[src/rtl/intpol2_pkg.sv]
// Shared defaults and status-bit indices for the interpolator IQ FIFO.
package intpol2_pkg;

  localparam int unsigned DEF_DATAPATH_WIDTH  = 12;
  localparam int unsigned DEF_FIFO_ADDR_WIDTH = 4;
  localparam int unsigned DEF_AFULL_MARGIN    = 2;

  localparam int unsigned STAT_OVF = 0;
  localparam int unsigned STAT_UDF = 1;

  function automatic logic afull_of(input int unsigned depth,
                                    input int unsigned occ,
                                    input int unsigned margin);
    return (depth - occ) <= margin;
  endfunction

endpackage

[src/rtl/intpol2_fifo_ram.sv]
// Simple dual-port storage: synchronous write, asynchronous read, no reset.
module intpol2_fifo_ram #(
  parameter int unsigned WIDTH = 12,
  parameter int unsigned AW    = 4
) (
  input  logic             clk,
  input  logic             we,
  input  logic [AW-1:0]    waddr,
  input  logic [WIDTH-1:0] wdata,
  input  logic [AW-1:0]    raddr,
  output logic [WIDTH-1:0] rdata
);

  logic [WIDTH-1:0] mem [2**AW];

  always_ff @(posedge clk) begin
    if (we) mem[waddr] <= wdata;
  end

  assign rdata = mem[raddr];

endmodule

[src/rtl/intpol2_iq_fifo.sv]
// First-word-fall-through IQ sample FIFO with registered flags and sticky status.
// Define DUAL_DATAPATH_EN to store and expose the Q channel alongside I.
module intpol2_iq_fifo
  import intpol2_pkg::*;
#(
  parameter int unsigned DATAPATH_WIDTH  = DEF_DATAPATH_WIDTH,
  parameter int unsigned FIFO_ADDR_WIDTH = DEF_FIFO_ADDR_WIDTH,
  parameter int unsigned AFULL_MARGIN    = DEF_AFULL_MARGIN
) (
  input  logic                      clk,
  input  logic                      rst,
  input  logic                      clear,
  input  logic                      Write_Enable,
  input  logic [DATAPATH_WIDTH-1:0] data_in_1,
`ifdef DUAL_DATAPATH_EN
  input  logic [DATAPATH_WIDTH-1:0] data_in_2,
`endif
  input  logic                      Read_Enable,
  output logic [DATAPATH_WIDTH-1:0] data_out_1,
`ifdef DUAL_DATAPATH_EN
  output logic [DATAPATH_WIDTH-1:0] data_out_2,
`endif
  output logic                      Empty_o,
  output logic                      Full_o,
  output logic                      Afull_o,
  output logic [FIFO_ADDR_WIDTH:0]  count,
  output logic [1:0]                status
);

  localparam int unsigned PW    = FIFO_ADDR_WIDTH + 1;
  localparam int unsigned DEPTH = 2**FIFO_ADDR_WIDTH;
  localparam logic [PW-1:0] DEPTH_CNT = DEPTH[PW-1:0];
  localparam logic AFULL_RST = afull_of(DEPTH, 0, AFULL_MARGIN);
`ifdef DUAL_DATAPATH_EN
  localparam int unsigned MEM_W = 2 * DATAPATH_WIDTH;
`else
  localparam int unsigned MEM_W = DATAPATH_WIDTH;
`endif

  logic [PW-1:0]    wr_ptr, rd_ptr, wr_ptr_nxt, rd_ptr_nxt, count_nxt;
  logic [1:0]       status_nxt;
  logic             push_acc, pop_acc, ovf, udf;
  logic [MEM_W-1:0] wdata, rdata;

`ifdef DUAL_DATAPATH_EN
  assign wdata      = {data_in_2, data_in_1};
  assign data_out_2 = rdata[MEM_W-1:DATAPATH_WIDTH];
`else
  assign wdata      = data_in_1;
`endif
  assign data_out_1 = rdata[DATAPATH_WIDTH-1:0];

  // Flags come from the next-state pointer difference so they land on the
  // same edge as the pointers themselves.
  always_comb begin
    pop_acc    = Read_Enable && !Empty_o;
    push_acc   = Write_Enable && (!Full_o || pop_acc);
    ovf        = Write_Enable && Full_o && !Read_Enable;
    udf        = Read_Enable && Empty_o;
    wr_ptr_nxt = wr_ptr + PW'(push_acc);
    rd_ptr_nxt = rd_ptr + PW'(pop_acc);
    status_nxt = status;
    status_nxt[STAT_OVF] = status[STAT_OVF] | ovf;
    status_nxt[STAT_UDF] = status[STAT_UDF] | udf;
    if (clear) begin
      wr_ptr_nxt = '0;
      rd_ptr_nxt = '0;
      status_nxt = '0;
    end
    count_nxt = wr_ptr_nxt - rd_ptr_nxt;
  end

  always_ff @(posedge clk) begin
    if (rst) begin
      wr_ptr  <= '0;
      rd_ptr  <= '0;
      count   <= '0;
      Empty_o <= 1'b1;
      Full_o  <= 1'b0;
      Afull_o <= AFULL_RST;
      status  <= '0;
    end else begin
      wr_ptr  <= wr_ptr_nxt;
      rd_ptr  <= rd_ptr_nxt;
      count   <= count_nxt;
      Empty_o <= (count_nxt == '0);
      Full_o  <= (count_nxt == DEPTH_CNT);
      Afull_o <= afull_of(DEPTH, 32'(count_nxt), AFULL_MARGIN);
      status  <= status_nxt;
    end
  end

  intpol2_fifo_ram #(
    .WIDTH (MEM_W),
    .AW    (FIFO_ADDR_WIDTH)
  ) u_ram (
    .clk   (clk),
    .we    (push_acc && !clear),
    .waddr (wr_ptr[FIFO_ADDR_WIDTH-1:0]),
    .wdata (wdata),
    .raddr (rd_ptr[FIFO_ADDR_WIDTH-1:0]),
    .rdata (rdata)
  );

endmodule

[config.mk]
export PLATFORM = sky130hd
export DESIGN_NAME = intpol2_iq_fifo
export DESIGN_NICKNAME = d
export VERILOG_FILES = /design/src/rtl/intpol2_pkg.sv /design/src/rtl/intpol2_fifo_ram.sv /design/src/rtl/intpol2_iq_fifo.sv
export SDC_FILE = /design/constraint.sdc
export NUM_CORES = 1
export LEC_CHECK = 0
export BUFFER_PORTS_ARGS = -buffer_cell sky130_fd_sc_hd__buf_2
export CAP_MARGIN = 20
export CORE_MARGIN = 5
export CORE_UTILIZATION = 61
export DETAILED_ROUTE_END_ITERATION = 6
export GPL_ROUTABILITY_DRIVEN = 0
export HOLD_SLACK_MARGIN = 0.05
export PLACE_DENSITY = 0.83
export SYNTH_ARGS = -nofsm -noshare
export SYNTH_HDL_FRONTEND = slang
export SYNTH_SLANG_ARGS = --single-unit
[constraint.sdc]
create_clock -name clk -period 4.24 [get_ports clk]
set_clock_uncertainty 0.15 [all_clocks]
set_input_delay 0.424 -clock clk [delete_from_list [all_inputs] [get_ports clk]]
set_output_delay 0.424 -clock clk [all_outputs]
set_load 0.1 [all_outputs]
# Word level (Yosys, flattened, before mapping)
# Memories as Yosys holds them, arrays and structs flattened. A register that Yosys moved wholly into a read port is not among the register bits.
# Cells that the tools add are included.
word_totals:
  register_bits: 20
  ramBits: 192
  out_inout_bits: 22
  wordCells: 34
  mem_count: 1
memory_table:
  columns: ["name", "depth", "width", "read_ports", "rd_clocked_by_memory_dff", "write_ports", "line_no", "source"]
  rows:
  - ["u_ram.mem", 16, 12, 1, 1, 1, "intpol2_fifo_ram.sv:14", "logic [WIDTH-1:0] mem [2**AW];"]
classes:
  add_sub_neg: 4
  order_cmp: 1
  eq_ne: 1
  muxes: 5
  bitwise_logic: 2
  reduce_logical: 13
ops:
  columns: ["cell", "count"]
  rows:
  - ["less-or-equal comparator 32 x 2 -> 1 bit, second input constant", 1]
  - ["adder 5 x 1 -> 5 bit", 2]
  - ["two-way mux 5 bit", 2]
  - ["logical AND 1 bit", 6]
  - ["subtractor 5 x 5 -> 6 bit, first input constant", 1]
  - ["equality test 5 bit, second input constant", 1]
  - ["logical NOT 5 bit", 1]
  - ["subtractor 5 bit", 1]
  - ["logical NOT 1 bit", 4]
  - ["two-way mux 4 bit", 1]
  - ["two-way mux 1 bit", 2]
  - ["bitwise OR 1 bit", 2]
  - ["OR reduction 2 bit", 1]
  - ["logical OR 1 bit", 1]

# Logic depth before layout (Yosys ltp)
logic_depth:
  ltp_word: 9
  depth_mapped: 17
  depth_no_buf: 17

# Hierarchy
# A second synthesis with hierarchy kept.
hier_totals:
  cells_unflattened: 429
  area_unflattened_um2: 8403.1
by_module_without_submodules:
  columns: ["mod", "n_inst", "cells_each", "area_each_um2", "seq_area_each_um2"]
  rows:
  - ["intpol2_fifo_ram", 1, 317, 7359.6, 5765.5]
  - ["intpol2_iq_fifo", 1, 112, 1043.5, 400.4]

# Least setup slack after synthesis
# No wires, ideal clock.
synth_timing:
  path_kind: "reg2reg"
  start: "register Empty_o"
  end: "register Afull_o"
  setup_time_ps: 79
  t_arrival_ps: 3478
  required_ps: 4011
  slack_ps: 533
  stages_incl_launch_ff: 17
  path_buffers: 0
  cell_sequence: "dfxtp_1 -> nor2_1 -> o21ai_0 -> inv_1 -> ha_1 -> ha_1 -> nand2b_1 -> inv_1 -> ha_1 -> nor2b_1 -> o21ai_0 -> nand2b_1 -> xnor2_1 -> and3_1 -> ha_1 -> nand3b_1 -> a211oi_2"
synth_via:
  elab_chain_len: 9
  word_cells_on_any_way: 11
  cone_classes: "add/sub: 4; order compare: 1; mux: 2; reduce/logical: 4"
synth_lines:
  columns: ["item", "line_no", "source"]
  rows:
  - ["from (decl)", "intpol2_iq_fifo.sv:23", "output logic Empty_o,"]
  - ["from (signal assigned)", "intpol2_iq_fifo.sv:86", "Empty_o <= (count_nxt == '0);"]
  - ["logical NOT 1 bit", "intpol2_iq_fifo.sv:56", "pop_acc = Read_Enable && !Empty_o;"]
  - ["logical AND 1 bit", "intpol2_iq_fifo.sv:56", null]
  - ["logical OR 1 bit", "intpol2_iq_fifo.sv:57", "push_acc = Write_Enable && (!Full_o || pop_acc);"]
  - ["logical AND 1 bit", "intpol2_iq_fifo.sv:57", null]
  - ["adder 5 x 1 -> 5 bit", "intpol2_iq_fifo.sv:60", "wr_ptr_nxt = wr_ptr + PW'(push_acc);"]
  - ["two-way mux 5 bit", "intpol2_iq_fifo.sv:65", "if (clear) begin"]
  - ["via wr_ptr_nxt[1]", "intpol2_iq_fifo.sv:40", "logic [PW-1:0] wr_ptr, rd_ptr, wr_ptr_nxt, rd_ptr_nxt, count_nxt;"]
  - ["subtractor 5 bit", "intpol2_iq_fifo.sv:70", "count_nxt = wr_ptr_nxt - rd_ptr_nxt;"]
  - ["subtractor 5 x 5 -> 6 bit", "intpol2_pkg.sv:14", "return (depth - occ) <= margin;"]
  - ["less-or-equal comparator 32 x 2 -> 1 bit", "intpol2_pkg.sv:14", null]
  - ["to (signal assigned)", "intpol2_iq_fifo.sv:88", "Afull_o <= afull_of(DEPTH, 32'(count_nxt), AFULL_MARGIN);"]
  - ["to (decl)", "intpol2_iq_fifo.sv:25", "output logic Afull_o,"]
# The timed path passes the listed nets, and every way through them passes these cells.
# A chain may end at the register's enable or synchronous reset.

==> results.txt <==
HPWL after detailed placement: 10710 um
Area leader, netlist: edfxtp_1
Fmax: 0.2871 GHz
Tightest Pin Transition: 0.5072 ns
Switching Fraction: 22.03%
Switching pwr: 0.0009392 W
Clock Pin Slew Worst Setup and Hold Paths: 0.06 ns
Internal Pwr Total: 0.003323 W
Layout cells sized above 1: 25.13%
Post-Route WL: 17800 um
Post-CTS sizing: 0
Sequential-to-total area share from yosys stat: 72.10%
Crit Path Max Fanout: 27
Post-CTS Setup Bufs: 0
Clk sinks: 212
Yosys warns: 0
WP data arrival: 2.91 ns
Clock Tree Buf Depth: 3
Relative slew slack: 66.19%
Total power: 0.004262 W
Dominant synthesized flop cell: edfxtp_1
IO Count: 39
TNS Setup: 0 ns
Drt initial violations: 429
Root Driver: clkbuf_16
First-pass GRT wire length: 27250 um
Reg power frac: 54.0%
Post-layout util: 70.05%
Mean Syn Cell Area: 17.10 um^2
Max-cap violations: 0
Starting Density: 61.85%
DR DRC count: 0
Fin worst setup slack: 0.7563 ns
Largest net degree at the start of global routing: 28
RSZ-0062 raised after global routing: no
Post-synth cell types: 37
DP Worst Slack: 0.5935 ns
ANT nets after route: 0
Pwr per Cell Area: 440.1 nW/um^2
Inserted Diodes: 0
IO buf count: 38
WS Path Type: reg2out
Layout area overhead: 13.26%
CTS tree: built
Critical Path RT: 3.67 ns
# rows: 43
Status: completed
Vias in the first global route: 4733
Hold buffers post-CTS: 0
Worst-Skew Late Latency: 0.49 ns
Mapped Nets: 530
Tmin final: 3.484 ns
Post-synthesis cell area: 8552 um^2
Via count: 4753
Die Width: 128.4 um
Vias per std cell: 6.312
GR Overflow Total: 0
H-tree depth: 1
Worst Setup Start Kind: register
Net count reported at finish: 590
Fin cells: 753
Die area: 16490 um^2
Share of the synthesized area in the top cell type: 67.42%
Crit share post-route: 82.16%
LEAKAGE: 3.224 nW
Fraction of registers with async set/reset: 0%
Worst setup EP type: primary output
Max VDD drop: 0.0003702 V
Antenna violations before repair: 0
Hold WC Path Type: in2reg
DR WL/cell: 23.64 um
Largest cells by area after synthesis: edfxtp_1, mux4_2, dfxtp_1
Yosys reg bits: 212
Post-Syn Instances: 500
DP Cell Count: 717
Clock power frac: 39.7%
Die Span Y: 128.4 um
Drt first pass iters: 5
Setup Viol. Count Final: 0
Combinational share of power: 6.3%
Cts bufs inserted: 21
Number of synthesized flops with an enable pin: 192
Total GRT Usage: 21.99%
Max Slew Vio Count: 0
Fin. Hold Viols: 0
CORE AREA: 13830 um^2
-- cells by family after synthesis --
logic type / count (synthesis) / share of synthesized area (%)
flops: 212 / 72.10
simple gates: 89 / 5.121
mux: 74 / 12.35
compound gates: 68 / 5.106
buf+inv: 34 / 1.741
fa+ha+maj: 13 / 1.990
xor+xnor: 10 / 1.595
-- power by group through the flow --
stage / registers, W / clock network, W / logic [W]
3_3_place_gp: 0.00235 / 0 / 0.000257
5_1_grt: 0.00230 / 0.00180 / 0.000285
4_1_cts: 0.00230 / 0.00172 / 0.000268
6_report: 0.00230 / 0.00169 / 0.000267
2_1_floorplan: 0.00239 / 0 / 0.000156
3_5_place_dp: 0.00235 / 0 / 0.000267
-- through the flow --
stage	instance area (um^2)	hold WS, ns
floorplan	8552	0.3729
detailed placement	9060	0.3613
global route	9686	0.1107
CTS	9686	0.08731
global placement	9060	0.3400
finish	9686	0.1048
-- cell usage after synthesis (2+ instances only) --
library cell and instances:
o21ai_0 27, nor2b_1 7, nor3_1 10, ha_1 12, nand3_1 4, dfxtp_1 20
a22oi_1 12, nand4b_1 2, xnor2_1 2, nand2_1 16, xor2_1 3, buf_2 8
inv_1 8, nand2b_1 8, a21oi_1 13, nor2_1 29, a221oi_1 12, mux2i_1 38
mux4_2 24, nand3b_1 3, mux2_2 12, xnor2_2 3, or2_2 3, and2_1 5
edfxtp_1 192, clkbuf_1 16
-- final timing paths --
kind,start,depth (start not counted),slack [ns],to
setup / recovery,rd_ptr[0],6,0.76,data_out_1[4]
hold / removal,Write_Enable,3,0.10,status[0]
setup reg to reg,Empty_o,16,0.81,Afull_o
hold reg to reg,status[1],2,0.37,status[1]
-- flip-flops by register name, summed over array words and instances (netlist names) --
| register | count |
|---|---|
| rd_ptr | 5 |
| Full_o | 1 |
| Afull_o | 1 |
| status | 2 |
| Empty_o | 1 |
| u_ram.mem | 192 |
| wr_ptr | 5 |
| count | 5 |
-- area by class of cell --
| cell class | count | area [um^2] |
|---|---|---|
| Clock buffer | 21 | 525.5 |
| Clock inverter | 15 | 100.1 |
| Fill cell | 831 | 4141 |
| Inverter | 8 | 30.03 |
| Multi-Input combinational cell | 254 | 2257 |
| Sequential cell | 212 | 6170 |
| Tap cell | 180 | 225.2 |
| Timing Repair Buffer | 63 | 377.9 |
-- routing by layer --
| layer | vias to the layer above | part of all wire, % | track usage [%] |
|---|---|---|---|
| li1 | 2075 | - | - |
| met2 | 219 | 50 | 36.01 |
| met4 | 0 | 2.8 | 7.241 |
| met3 | 41 | 7.8 | 4.193 |
| met5 | - | 0 | 0 |
| met1 | 2418 | 39 | 30.27 |
-- cells in the final DEF, fill, tap and decap left out, drive strengths merged, types with 5 or more instances in the layout --
cell type,n
mux2i,38
nor2b,7
clkinv,11
a21oi,13
nor3,10
nand2,16
mux4,24
dfxtp,20
edfxtp,192
clkbuf,21
inv,9
xnor2,6
nand2b,8
ha,12
a221oi,12
mux2,12
a22oi,12
and2,5
buf,63
o21ai,27
nor2,29
-- critical path, stage by stage (launching register included) --
cell      delay, ns
dfxtp_4        0.61
buf_4          0.52
mux2i_1        0.18
a221oi_1       0.39
a22oi_1        0.16
nand2_1        0.09
buf_2          0.43
(Power assumes the default switching activity.)
